`src/rtl/imem_loader.sv`:
```
// Byte-stream instruction memory loader: big-endian words written from address 0.
// Optional trailing checksum byte when IMEM_LOADER_CHECKSUM_EN is defined.
module imem_loader #(
  parameter int ADDR_W = 8
) (
  input  logic              clk,
  input  logic              reset,
  input  logic              start,
  input  logic              rx_valid,
  input  logic [7:0]        rx_data,
  output logic              rx_ready,
  output logic              imem_we,
  output logic [ADDR_W-1:0] imem_addr,
  output logic [31:0]       imem_wdata,
  output logic              cpu_hold,
  output logic              busy,
  output logic              done,
  output logic              err
);

  localparam logic [16:0] DEPTH = 17'd1 << ADDR_W;

  typedef enum logic [2:0] {
    S_IDLE,
    S_LEN_HI,
    S_LEN_LO,
    S_DATA,
    S_WRITE,
    S_DONE,
    S_ERR
`ifdef IMEM_LOADER_CHECKSUM_EN
    ,
    S_CSUM
`endif
  } state_t;

  state_t state;
  state_t state_n;
  state_t fin_st;

  logic [7:0]    len_hi;
  logic [15:0]   len;
  logic [ADDR_W:0] idx;
  logic [1:0]    bcnt;
  logic [31:0]   word;

  logic          xfer;
  logic          idle_like;
  logic          start_ok;
  logic [15:0]   n_new;
  logic [15:0]   idx_nx;
  logic          last_word;

`ifdef IMEM_LOADER_CHECKSUM_EN
  logic [7:0]    sum;
  logic [7:0]    sum_nx;
  assign sum_nx = sum + rx_data;
  assign fin_st = S_CSUM;
`else
  assign fin_st = S_DONE;
`endif

  assign idle_like = (state == S_IDLE) ||
                     (state == S_DONE) ||
                     (state == S_ERR);
  assign start_ok  = start && idle_like;
  assign xfer      = rx_valid && rx_ready;
  assign n_new     = {len_hi, rx_data};
  // 16-bit compare keeps N == DEPTH legal without wrapping idx
  assign idx_nx    = 16'(idx) + 16'd1;
  assign last_word = (idx_nx == len);

  always_comb begin
    state_n = state;
    unique case (state)
      S_IDLE, S_DONE, S_ERR: begin
        if (start) state_n = S_LEN_HI;
      end
      S_LEN_HI: begin
        if (xfer) state_n = S_LEN_LO;
      end
      S_LEN_LO: begin
        if (xfer) begin
          if ({1'b0, n_new} > DEPTH)
            state_n = S_ERR;
          else if (n_new == 16'd0)
            state_n = fin_st;
          else
            state_n = S_DATA;
        end
      end
      S_DATA: begin
        if (xfer && (bcnt == 2'd3)) state_n = S_WRITE;
      end
      S_WRITE: begin
        state_n = last_word ? fin_st : S_DATA;
      end
`ifdef IMEM_LOADER_CHECKSUM_EN
      S_CSUM: begin
        if (xfer) state_n = (sum_nx == 8'h00) ? S_DONE : S_ERR;
      end
`endif
      default: state_n = S_IDLE;
    endcase
  end

  always_ff @(posedge clk) begin
    if (reset) begin
      state  <= S_IDLE;
      len_hi <= '0;
      len    <= '0;
      idx    <= '0;
      bcnt   <= '0;
      word   <= '0;
`ifdef IMEM_LOADER_CHECKSUM_EN
      sum    <= '0;
`endif
    end else begin
      state <= state_n;
      if (start_ok) begin
        idx  <= '0;
        bcnt <= '0;
        word <= '0;
`ifdef IMEM_LOADER_CHECKSUM_EN
        sum  <= '0;
`endif
      end
`ifdef IMEM_LOADER_CHECKSUM_EN
      if (xfer) sum <= sum_nx;
`endif
      if (xfer && (state == S_LEN_HI)) len_hi <= rx_data;
      if (xfer && (state == S_LEN_LO)) len <= n_new;
      if (xfer && (state == S_DATA)) begin
        word <= {word[23:0], rx_data};
        bcnt <= bcnt + 2'd1;
      end
      if (state == S_WRITE) idx <= idx + 1'b1;
    end
  end

  always_comb begin
    rx_ready = (state == S_LEN_HI) ||
               (state == S_LEN_LO) ||
               (state == S_DATA);
`ifdef IMEM_LOADER_CHECKSUM_EN
    if (state == S_CSUM) rx_ready = 1'b1;
`endif
  end

  assign imem_we    = (state == S_WRITE);
  assign imem_addr  = imem_we ? idx[ADDR_W-1:0] : '0;
  assign imem_wdata = imem_we ? word : '0;
  assign busy       = !idle_like;
  assign done       = (state == S_DONE);
  assign err        = (state == S_ERR);
  assign cpu_hold   = busy || err;

endmodule

```
`config.mk`:
```
export PLATFORM = sky130hd
export DESIGN_NAME = imem_loader
export DESIGN_NICKNAME = d
export VERILOG_FILES = /design/src/rtl/imem_loader.sv
export SDC_FILE = /design/constraint.sdc
export NUM_CORES = 1
export LEC_CHECK = 0
export BUFFER_PORTS_ARGS = -buffer_cell sky130_fd_sc_hd__buf_2
export CELL_PAD_IN_SITES_DETAIL_PLACEMENT = 0
export CELL_PAD_IN_SITES_GLOBAL_PLACEMENT = 2
export CORE_ASPECT_RATIO = 0.9
export CORE_MARGIN = 4
export CORE_UTILIZATION = 30
export CTS_BUF_LIST = sky130_fd_sc_hd__clkbuf_16
export CTS_CLUSTER_DIAMETER = 150
export CTS_CLUSTER_SIZE = 8
export DETAILED_ROUTE_END_ITERATION = 16
export GPL_ROUTABILITY_DRIVEN = 0
export GPL_TIMING_DRIVEN = 0
export PLACE_DENSITY_LB_ADDON = 0.15
export SETUP_SLACK_MARGIN = 0.1
export SYNTH_ARGS = -nofsm -noshare
export SYNTH_HDL_FRONTEND = slang
export SYNTH_SLANG_ARGS = --single-unit
```
`constraint.sdc`:
```
create_clock -name clk -period 5.2 [get_ports clk]
set_clock_uncertainty 0.2 [all_clocks]
set_input_delay 1.04 -clock clk [delete_from_list [all_inputs] [get_ports clk]]
set_output_delay 1.04 -clock clk [all_outputs]
set_load 0.1 [all_outputs]
```
==> reports/results.ini, run 1 <==
[status]
status=finished clean

[synthesis]
syn_area_um2=3330
yosysWarnings=0
synth_edf_count=0
avgSynthCellArea_um2=7.98
synth_fp_nets=431
synth_cell_types=46
synthCells=417
synth_ff_type=dfxtp_1
async_reset_ff_share_pct=0
synth-seq-area-share_pct=42.1
synth.ff_latch_count=70

[sta]
finalSetupTns_ns=0
worst_slew_pin_slew_ns=0.636
rsz0062_at_grt=false
min_period_over_period_pct=75.1
setup_viol=0
final_max_slew_viol_count=0
min_period_ns=3.90
relSlewSlack_pct=57.2
fmax_ghz=0.256
hold_viol=0

[global_route]
antenna_found_initial=0
grt_pass1_wl_um=16000
grt_use_met3_pct=4.47
met1_usage_pct=21.7
grt_use_met2_pct=25.6
overflow=0
grt_pass1_vias=2997
grt_usage_pct=16.0
grt_max_degree=14
gr-max-usage-layer=met2

[routing]
wl_per_cell_um=15.9
drc_errors=0
ant_nets=0
firstDrtPassIters=4
drt_wl_total_um=9890
detail_route.iter0.violations=153
routed_via_density=4.89
vias=3039

[hold_path]
hold_class=reg2reg

[floorplanning]
chipHeight_um=108
io_pins=58
dieArea_um2=12800
num_rows=36
start_util_pct=30.8
dieWidth_um=119
coreArea_um2=10800

[worst_setup_path]
crit_path_start_kind=flop
cp_max_fo=10
critPathMaxStageDelay_ns=0.43
critical_path_class=reg2out
cp_slowest_cell=buf_2
cp_common_cell=buf_2
crit_chain=buf_2 -> nor2b_1 -> nand2b_1 -> inv_1 -> buf_4 -> clkbuf_1 -> and2_1 -> buf_2
cp.arrival_ns=2.66
end_kind=primary output
worst_ep_required_time_ns=3.96

[pwr]
power.density_nw_per_um2=341
pwr-share-clk_pct=44.2
seq_power_share_pct=40.0
switching_share_pct=30.0
combPwrFrac_pct=15.7
ir_drop_v=0.000186
intPower_w=0.000972
leakage_nw=1.59
p_sw_w=0.000417

[place]
dpl_cell_area_um2=3770
port_buffers=56
dp_hpwl_um=7280

[cts]
root_buffer=clkbuf_16
cts_resized=0
htree_num_levels=3
path_clk_slew_ns=0.06
clock_latency_ns=0.33
ctsHoldBuffers=0
clockBufferDepth=2
cts_setup_buffers=0
cts_buffers=9
cts_tree=done
cts_sinks=70

[cells_and_area]
final_area_um2=4070
drive_gt1_share_pct=18.8
multi_input_area_um2=1770
diodes=0
layout.nets=498
area_growth_pct=22.4
fillCellCount=1187
seq_area_um2=1400

[flow_run]
maxCapViolCount=0

-- synth_stat cells (2+ instances only) --
master	instances	area share (%)
nand3_1	8	1.2
nor3_1	5	0.75
a21oi_2	2	0.53
dfxtp_1	70	42
or3_1	3	0.56
nand3b_1	4	0.90
ha_1	2	0.75
a22oi_1	34	7.7
and2_1	39	7.3
nand2_1	57	6.4
nor4_1	4	0.75
buf_2	7	1.1
o21ai_0	12	1.8
inv_1	5	0.56
or4_1	2	0.45
nor2b_1	3	0.56
xor2_1	3	0.79
xnor2_1	9	2.4
a31oi_1	2	0.38
clkbuf_1	21	2.4
buf_4	2	0.45
nand2b_1	3	0.56
a21oi_1	39	5.9
and2_2	2	0.45
nor2_1	58	6.5
-- worst max-delay path, delay by kind of cell, from the launching register on --
kind	cells	cell delay [ns]
buffers and inverters	5	1.38
AND/OR/NAND/NOR	3	0.59
flip-flops	1	0.35
-- through the flow --
step           cells  total power (W)  utilization, %  worst slack, ns  hold slack, ns
5_1_grt          622          0.00146            37.7             1.14           0.284
3_5_place_dp     606         0.000789            34.9             1.61           0.250
3_3_place_gp     606         0.000788            34.9             1.61           0.245
6_report         622          0.00139            37.7             1.30           0.258
2_1_floorplan    417         0.000731               -             1.23           0.236
4_1_cts          622          0.00141            37.7             1.23           0.259
-- worst paths after layout --
| check | start | end | slack (ns) | depth (start not counted) |
|---|---|---|---|---|
| worst min register to register | len[13] | len[13] | 0.26 | 2 |
| worst min-delay path | len[13] | len[13] | 0.26 | 2 |
| worst max-delay path | state[2] | imem_wdata[0] | 1.30 | 8 |
| worst max register to register | state[1] | word[5] | 2.94 | 6 |
-- kinds of logic after synthesis --
group / Yosys count / share of synthesized area [%]
buffers and inverters: 36 / 4.55
adder cells (fa/ha/maj): 2 / 0.752
flip-flops: 70 / 42.1
XOR/XNOR: 14 / 4.48
AND/OR/NAND/NOR: 196 / 29.0
AO/OA/AOI/OAI: 98 / 18.8
multiplexers: 1 / 0.301
-- area by class of cell --
cell class                 instances  share of cell area, %
multi-input combinational        311                   43.5
sequential                        70                   34.4
timing repair buffer              56                   6.88
clock buffer                       9                   5.53
tap                              133                   4.09
buffer                            30                   3.17
clock inverter                     7                   1.81
inverter                           6                  0.553
-- power groups by stage --
stage | logic (W) | registers [W] | clock network (W)
2_1_floorplan | 0.000166 | 0.000565 | 0
3_3_place_gp | 0.000220 | 0.000568 | 0
3_5_place_dp | 0.000221 | 0.000568 | 0
4_1_cts | 0.000222 | 0.000556 | 0.000632
5_1_grt | 0.000239 | 0.000557 | 0.000662
6_report | 0.000218 | 0.000556 | 0.000614
-- layer usage --
layer  share of wire, %  wire length, µm  vias up
met1                 50             4980     1429
met3                3.1              302        6
met4               0.52               51        0
met2                 46             4550       45
met5                  0                0        -
li1                   -                -     1559
-- flip-flops by register name (all words and copies together), names as in the netlist --
signal  flops
len_hi      8
idx         9
len        16
bcnt        2
state       3
word       32
-- layout by cell type (no fill, tap or decap), types with 2 or more instances in the layout --
master | netlist | routed
dfxtp_1 | 70 | 70
or4_1 | 2 | 2
xnor2_1 | 9 | 9
and2_2 | 2 | 2
inv_6 | 0 | 2
buf_2 | 7 | 63
xor2_1 | 3 | 3
and2_1 | 39 | 39
nand2_1 | 57 | 57
a21oi_2 | 2 | 2
o21ai_0 | 12 | 12
nand3_1 | 8 | 8
clkbuf_1 | 21 | 21
clkinvlp_4 | 0 | 3
nand2b_1 | 3 | 3
nor2b_1 | 3 | 3
buf_4 | 2 | 2
nand3b_1 | 4 | 4
or3_1 | 3 | 3
a22oi_1 | 34 | 34
nor2_1 | 58 | 58
a31oi_1 | 2 | 2
ha_1 | 2 | 2
a21oi_1 | 39 | 39
inv_1 | 5 | 6
nor4_1 | 4 | 4
clkbuf_16 | 0 | 9
nor3_1 | 5 | 5
No activity file was read; power rests on OpenSTA's default activity.
==> run 2, diff against run 1 <==
Settings changed: CORE_UTILIZATION 30 to 29.
Clock period 5.2 ns to 3.55 ns, I/O delays scaled along.
==> reports/results.ini, run 2 (synthesis results as in run 1) <==
[place]
port_buffers=56  ; unchanged
dp_hpwl_um=7390  ; +1.5%
place_ws_ns=0.329  ; -1.28 ns
dpl.cell_count=625  ; +3.1%

[sta]
min_period_over_period_pct=91.3
rsz0062_at_grt=false
worst_slew_pin_slew_ns=0.670  ; +0.0340 ns
finalWorstSetupSlack_ns=0.310  ; -0.987 ns
finalSetupTns_ns=0  ; unchanged
final_max_slew_viol_count=0  ; unchanged
min_period_ns=3.24
fmax_ghz=0.309
whs_ns=0.257  ; -0.00125 ns
setup_viol=0  ; unchanged
hold_viol=0  ; unchanged
relSlewSlack_pct=55.0  ; -2.3 points

[cells_and_area]
drive_gt1_share_pct=19.1  ; +0.24 points
seq_area_um2=1400  ; unchanged
area_growth_pct=25.1
mostFrequentLayoutCells=70 x dfxtp_1, 58 x nor2_1, 57 x nand2_1, 39 x and2_1, 39 x a21oi_1
layout.nets=498  ; unchanged
diodes=0  ; unchanged
largest_reg_flops=32  ; unchanged
fillCellCount=1216  ; +2.4%
stdcell_count=640  ; +2.9%
final_common_cell=dfxtp_1
reg.largest.list=word: 32 flops, len: 16 flops, idx: 9 flops
largest-register=word
multi_input_area_um2=1770  ; unchanged

[worst_setup_path]
worst_ep_required_time_ns=2.64  ; -1.32 ns
r2r_slack_ns=1.29  ; -1.65 ns
r2r_end=state[1]
reg2reg_depth=7  ; +1
critical_path_class=reg2out
cp_max_fo=10  ; unchanged
cp.arrival_ns=2.33  ; -0.33 ns
end_kind=primary output
crit_path_start_kind=flop
r2r-start=idx[0]

[routing]
firstDrtPassIters=4  ; unchanged
drt_wl_total_um=9960  ; +0.76%
routed_via_density=4.76  ; -2.5%
vias=3049  ; +0.33%
detail_route.iter0.violations=200  ; +31%
drc_errors=0  ; unchanged
wl_per_cell_um=15.6  ; -2.1%
ant_nets=0  ; unchanged

[status]
status=finished clean

[cts]
clockBufferDepth=2  ; unchanged
htree_num_levels=3  ; unchanged
clock_latency_ns=0.33  ; about the same
cts_buffers=9  ; unchanged
root_buffer=clkbuf_16
path_clk_slew_ns=0.06  ; about the same
cts_tree=done
cts_sinks=70  ; unchanged
ctsHoldBuffers=0  ; unchanged

[global_route]
grt_max_degree=12  ; -2
antenna_found_initial=0  ; unchanged
grt_usage_pct=15.9  ; -0.11 points
overflow=0  ; unchanged
grt_pass1_vias=2996  ; -0.033%
grt_pass1_wl_um=16300  ; +1.6%

[hold_path]
hold_class=reg2reg
hp-start=len[11]
worstHoldEndpoint=len[11]
holdPathStages=2  ; unchanged

[floorplanning]
dieArea_um2=13200  ; +3.2%
start_util_pct=30.1  ; -0.63 points
coreArea_um2=11000  ; +2.1%
chipHeight_um=110  ; +1.6%
io_pins=58  ; unchanged
num_rows=36  ; unchanged
dieWidth_um=121  ; +1.6%

[pwr]
p_total_w=0.00200  ; +44%
leakage_nw=1.59  ; +0.35%
ir_drop_v=0.000233  ; +25%
power.density_nw_per_um2=480  ; +41%

[flow_run]
maxCapViolCount=0  ; unchanged

==> run 2: worst max path at each step <==
| stage | to | from | cells after the start |
|---|---|---|---|
| 2_1_floorplan | imem_addr[3] | state[2] | 5 |
| 3_3_place_gp | imem_addr[2] | state[2] | 8 |
| 3_5_place_dp | imem_addr[2] | state[2] | 8 |
| 4_1_cts | imem_wdata[18] | state[2] | 8 |
| 5_1_grt | imem_addr[7] | state[2] | 8 |
| 6_report | imem_addr[2] | state[2] | 8 |
==> run 2: layout make-up <==
cell class                 count  share of cell area, %
buffer                        30                   3.22
clock buffer                   9                   5.41
clock inverter                 6                   1.35
inverter                       6                  0.541
multi-input combinational    311                   42.6
sequential                    70                   33.7
tap                          152                   4.57
timing repair buffer          56                   8.63
==> run 2: metrics by stage <==
| stage | cell area [µm²] | utilization (%) |
|---|---|---|
| 6_report | 4160 | 37.7 |
| 5_1_grt | 4160 | 37.7 |
| 4_1_cts | 4130 | 37.4 |
| 3_5_place_dp | 3800 | 34.4 |
| 3_3_place_gp | 3800 | 34.4 |
| 2_1_floorplan | 3330 | - |
==> run 2: critical path, cell delays in order, from the launching register on <==
cell and delay [ns]:
dfxtp_1 0.35, buf_2 0.23, nor2b_1 0.26, nand2b_1 0.14, inv_1 0.13, buf_4 0.20, clkbuf_2 0.23, and2_2 0.17
buf_4 0.28
==> run 2: where the power goes <==
| group | internal (W) | total, W | switching, W |
|---|---|---|---|
| registers | 0.000802 | 0.000815 | 0.0000123 |
| clock network | 0.000532 | 0.000862 | 0.000330 |
| logic | 0.0000758 | 0.000319 | 0.000243 |
==> run 2: what timing repair did <==
action	4_1_cts	5_1_grt
gates resized for setup	20	23
setup endpoints to repair	26	28
buffers inserted	0	0
==> run 2: per-layer routing <==
metal  GRT usage, %  up-vias  share of wire, %
met5              0        -                 0
met4           4.21        0              0.81
met3           3.50        8               3.3
met2           22.6       46                42
met1           24.0     1434                54
li1               -     1561                 -
==> run 3, diff against run 2 <==
Settings changed: RECOVER_POWER from default to 100.
==> reports/results.ini, run 3 (synthesis results as in run 1) <==
[status]
status=finished clean

[cts]
clockBufferDepth=2  ; unchanged
root_buffer=clkbuf_16
clock_latency_ns=0.33  ; about the same
cts_sinks=70  ; unchanged
cts_setup_buffers=0  ; unchanged
path_clk_slew_ns=0.06  ; about the same
cts_buffers=9  ; unchanged
cts_tree=done
cts_resized=20  ; unchanged
ctsHoldBuffers=0  ; unchanged
htree_num_levels=3  ; unchanged

[sta]
setup_viol=0  ; unchanged
min_period_ns=3.31  ; +0.0721 ns
rsz0062_at_grt=false
final_max_slew_viol_count=0  ; unchanged
fmax_ghz=0.302  ; -2.2%
finalSetupTns_ns=0  ; unchanged
worst_slew_pin_slew_ns=1.17  ; +0.504 ns
hold_viol=0  ; unchanged
min_period_over_period_pct=93.3  ; +2.0 points
relSlewSlack_pct=22.1  ; -33 points

[cells_and_area]
reg.largest.list=word: 32 flops, len: 16 flops, idx: 9 flops
area_growth_pct=23.5
drive_gt1_share_pct=16.8  ; -2.3 points
largest-register=word
post-route-util_pct=37.2  ; -0.49 points
mostFrequentLayoutCells=70 x dfxtp_1, 58 x nor2_1, 57 x nand2_1, 41 x a21oi_1, 39 x and2_1
largest_reg_flops=32  ; unchanged
final_common_cell=dfxtp_1
diodes=0  ; unchanged
layout.nets=498  ; unchanged

[worst_setup_path]
end_kind=primary output
cp_common_cell=clkbuf_2
crit_path_start_kind=flop
critPathMaxStageDelay_ns=0.45  ; +0.10 ns
critical_path_class=reg2out
cp_max_fo=10  ; unchanged
cp.arrival_ns=2.40  ; +0.07 ns
r2r_slack_ns=1.00  ; -0.29 ns
worst_ep_required_time_ns=2.64  ; about the same
cp_slowest_cell=clkbuf_2
crit_chain=buf_2 -> nor2b_1 -> nand2b_1 -> inv_1 -> buf_4 -> clkbuf_2 -> and2_1 -> clkbuf_2

[floorplanning]
io_pins=58  ; unchanged
num_rows=36  ; unchanged
dieWidth_um=121  ; unchanged
coreArea_um2=11000  ; unchanged
chipHeight_um=110  ; unchanged
start_util_pct=30.1  ; unchanged
dieArea_um2=13200  ; unchanged

[global_route]
overflow=0  ; unchanged
antenna_found_initial=0  ; unchanged
grt_usage_pct=15.9  ; unchanged
grt_pass1_vias=2996  ; unchanged
grt_max_degree=12  ; unchanged
grt_pass1_wl_um=16300  ; unchanged

[routing]
wl_per_cell_um=15.6  ; +0.22%
firstDrtPassIters=4  ; unchanged
detail_route.iter0.violations=195  ; -2.5%
ant_nets=0  ; unchanged
drt_wl_total_um=9980  ; +0.22%
vias=3068  ; +0.62%
routed_via_density=4.79  ; +0.62%
drc_errors=0  ; unchanged

[flow_run]
maxCapViolCount=0  ; unchanged

[pwr]
power.density_nw_per_um2=484  ; +0.93%
p_sw_w=0.000586  ; about the same
combPwrFrac_pct=15.6  ; -0.4 points
switching_share_pct=29.4  ; +0.097 points
ir_drop_v=0.000232  ; -0.24%
pwr-share-clk_pct=43.5  ; +0.3 points
seq_power_share_pct=41.0  ; +0.2 points
intPower_w=0.00140  ; -0.51%
leakage_nw=1.55  ; -3.1%

[hold_path]
hold_class=reg2reg

[place]
port_buffers=56  ; unchanged
dp_hpwl_um=7390  ; unchanged

[run 3: critical path, delay by kind of cell, from the launching register on]
kind	cells	cell delay, ns
buf+inv	5	1.18
simple gates	3	0.53
flops	1	0.35
[run 3: metal layers]
| metal | part of all wire [%] | wire [µm] | global-route usage [%] |
|---|---|---|---|
| met1 | 54 | 5390 | 24.0 |
| met2 | 42 | 4150 | 22.6 |
| met5 | 0 | 0 | 0 |
| met4 | 0.77 | 77 | 4.21 |
| met3 | 3.7 | 365 | 3.50 |
[run 3: power groups by stage]
stage | logic [W] | registers (W) | clock network, W
CTS | 0.000320 | 0.000815 | 0.000892
finish | 0.000309 | 0.000815 | 0.000864
detailed placement | 0.000319 | 0.000832 | 0
floorplan | 0.000243 | 0.000828 | 0
global placement | 0.000319 | 0.000832 | 0
global route | 0.000339 | 0.000817 | 0.000922
[run 3: path summary, 6_finish.rpt]
path	from	to	cells past startpoint
max	state[2]	imem_wdata[20]	8
min	len[14]	len[14]	2
max reg2reg	state[2]	word[13]	8
min reg2reg	len[14]	len[14]	2
[run 3: per-stage QoR]
step	total power (W)	instance area (µm²)	setup slack, ns	hold WS, ns	instances
after floorplan	0.00107	3330	0.395	0.236	417
after CTS	0.00203	4130	0.101	0.258	640
final	0.00199	4110	0.238	0.257	640
after detailed placement	0.00115	3800	0.329	0.250	625
after global placement	0.00115	3800	0.335	0.246	625
after global routing	0.00208	4110	0.0692	0.285	640
[run 3: cell type report]
class	count	area [µm²]
inverters	6	22.5
plain buffers	30	129
fillers	1232	6930
multi-input cells	311	1760
flip-flops and latches	70	1400
repair buffers	56	325
clock inverters	6	56.3
clock buffers	9	225
well taps	152	190
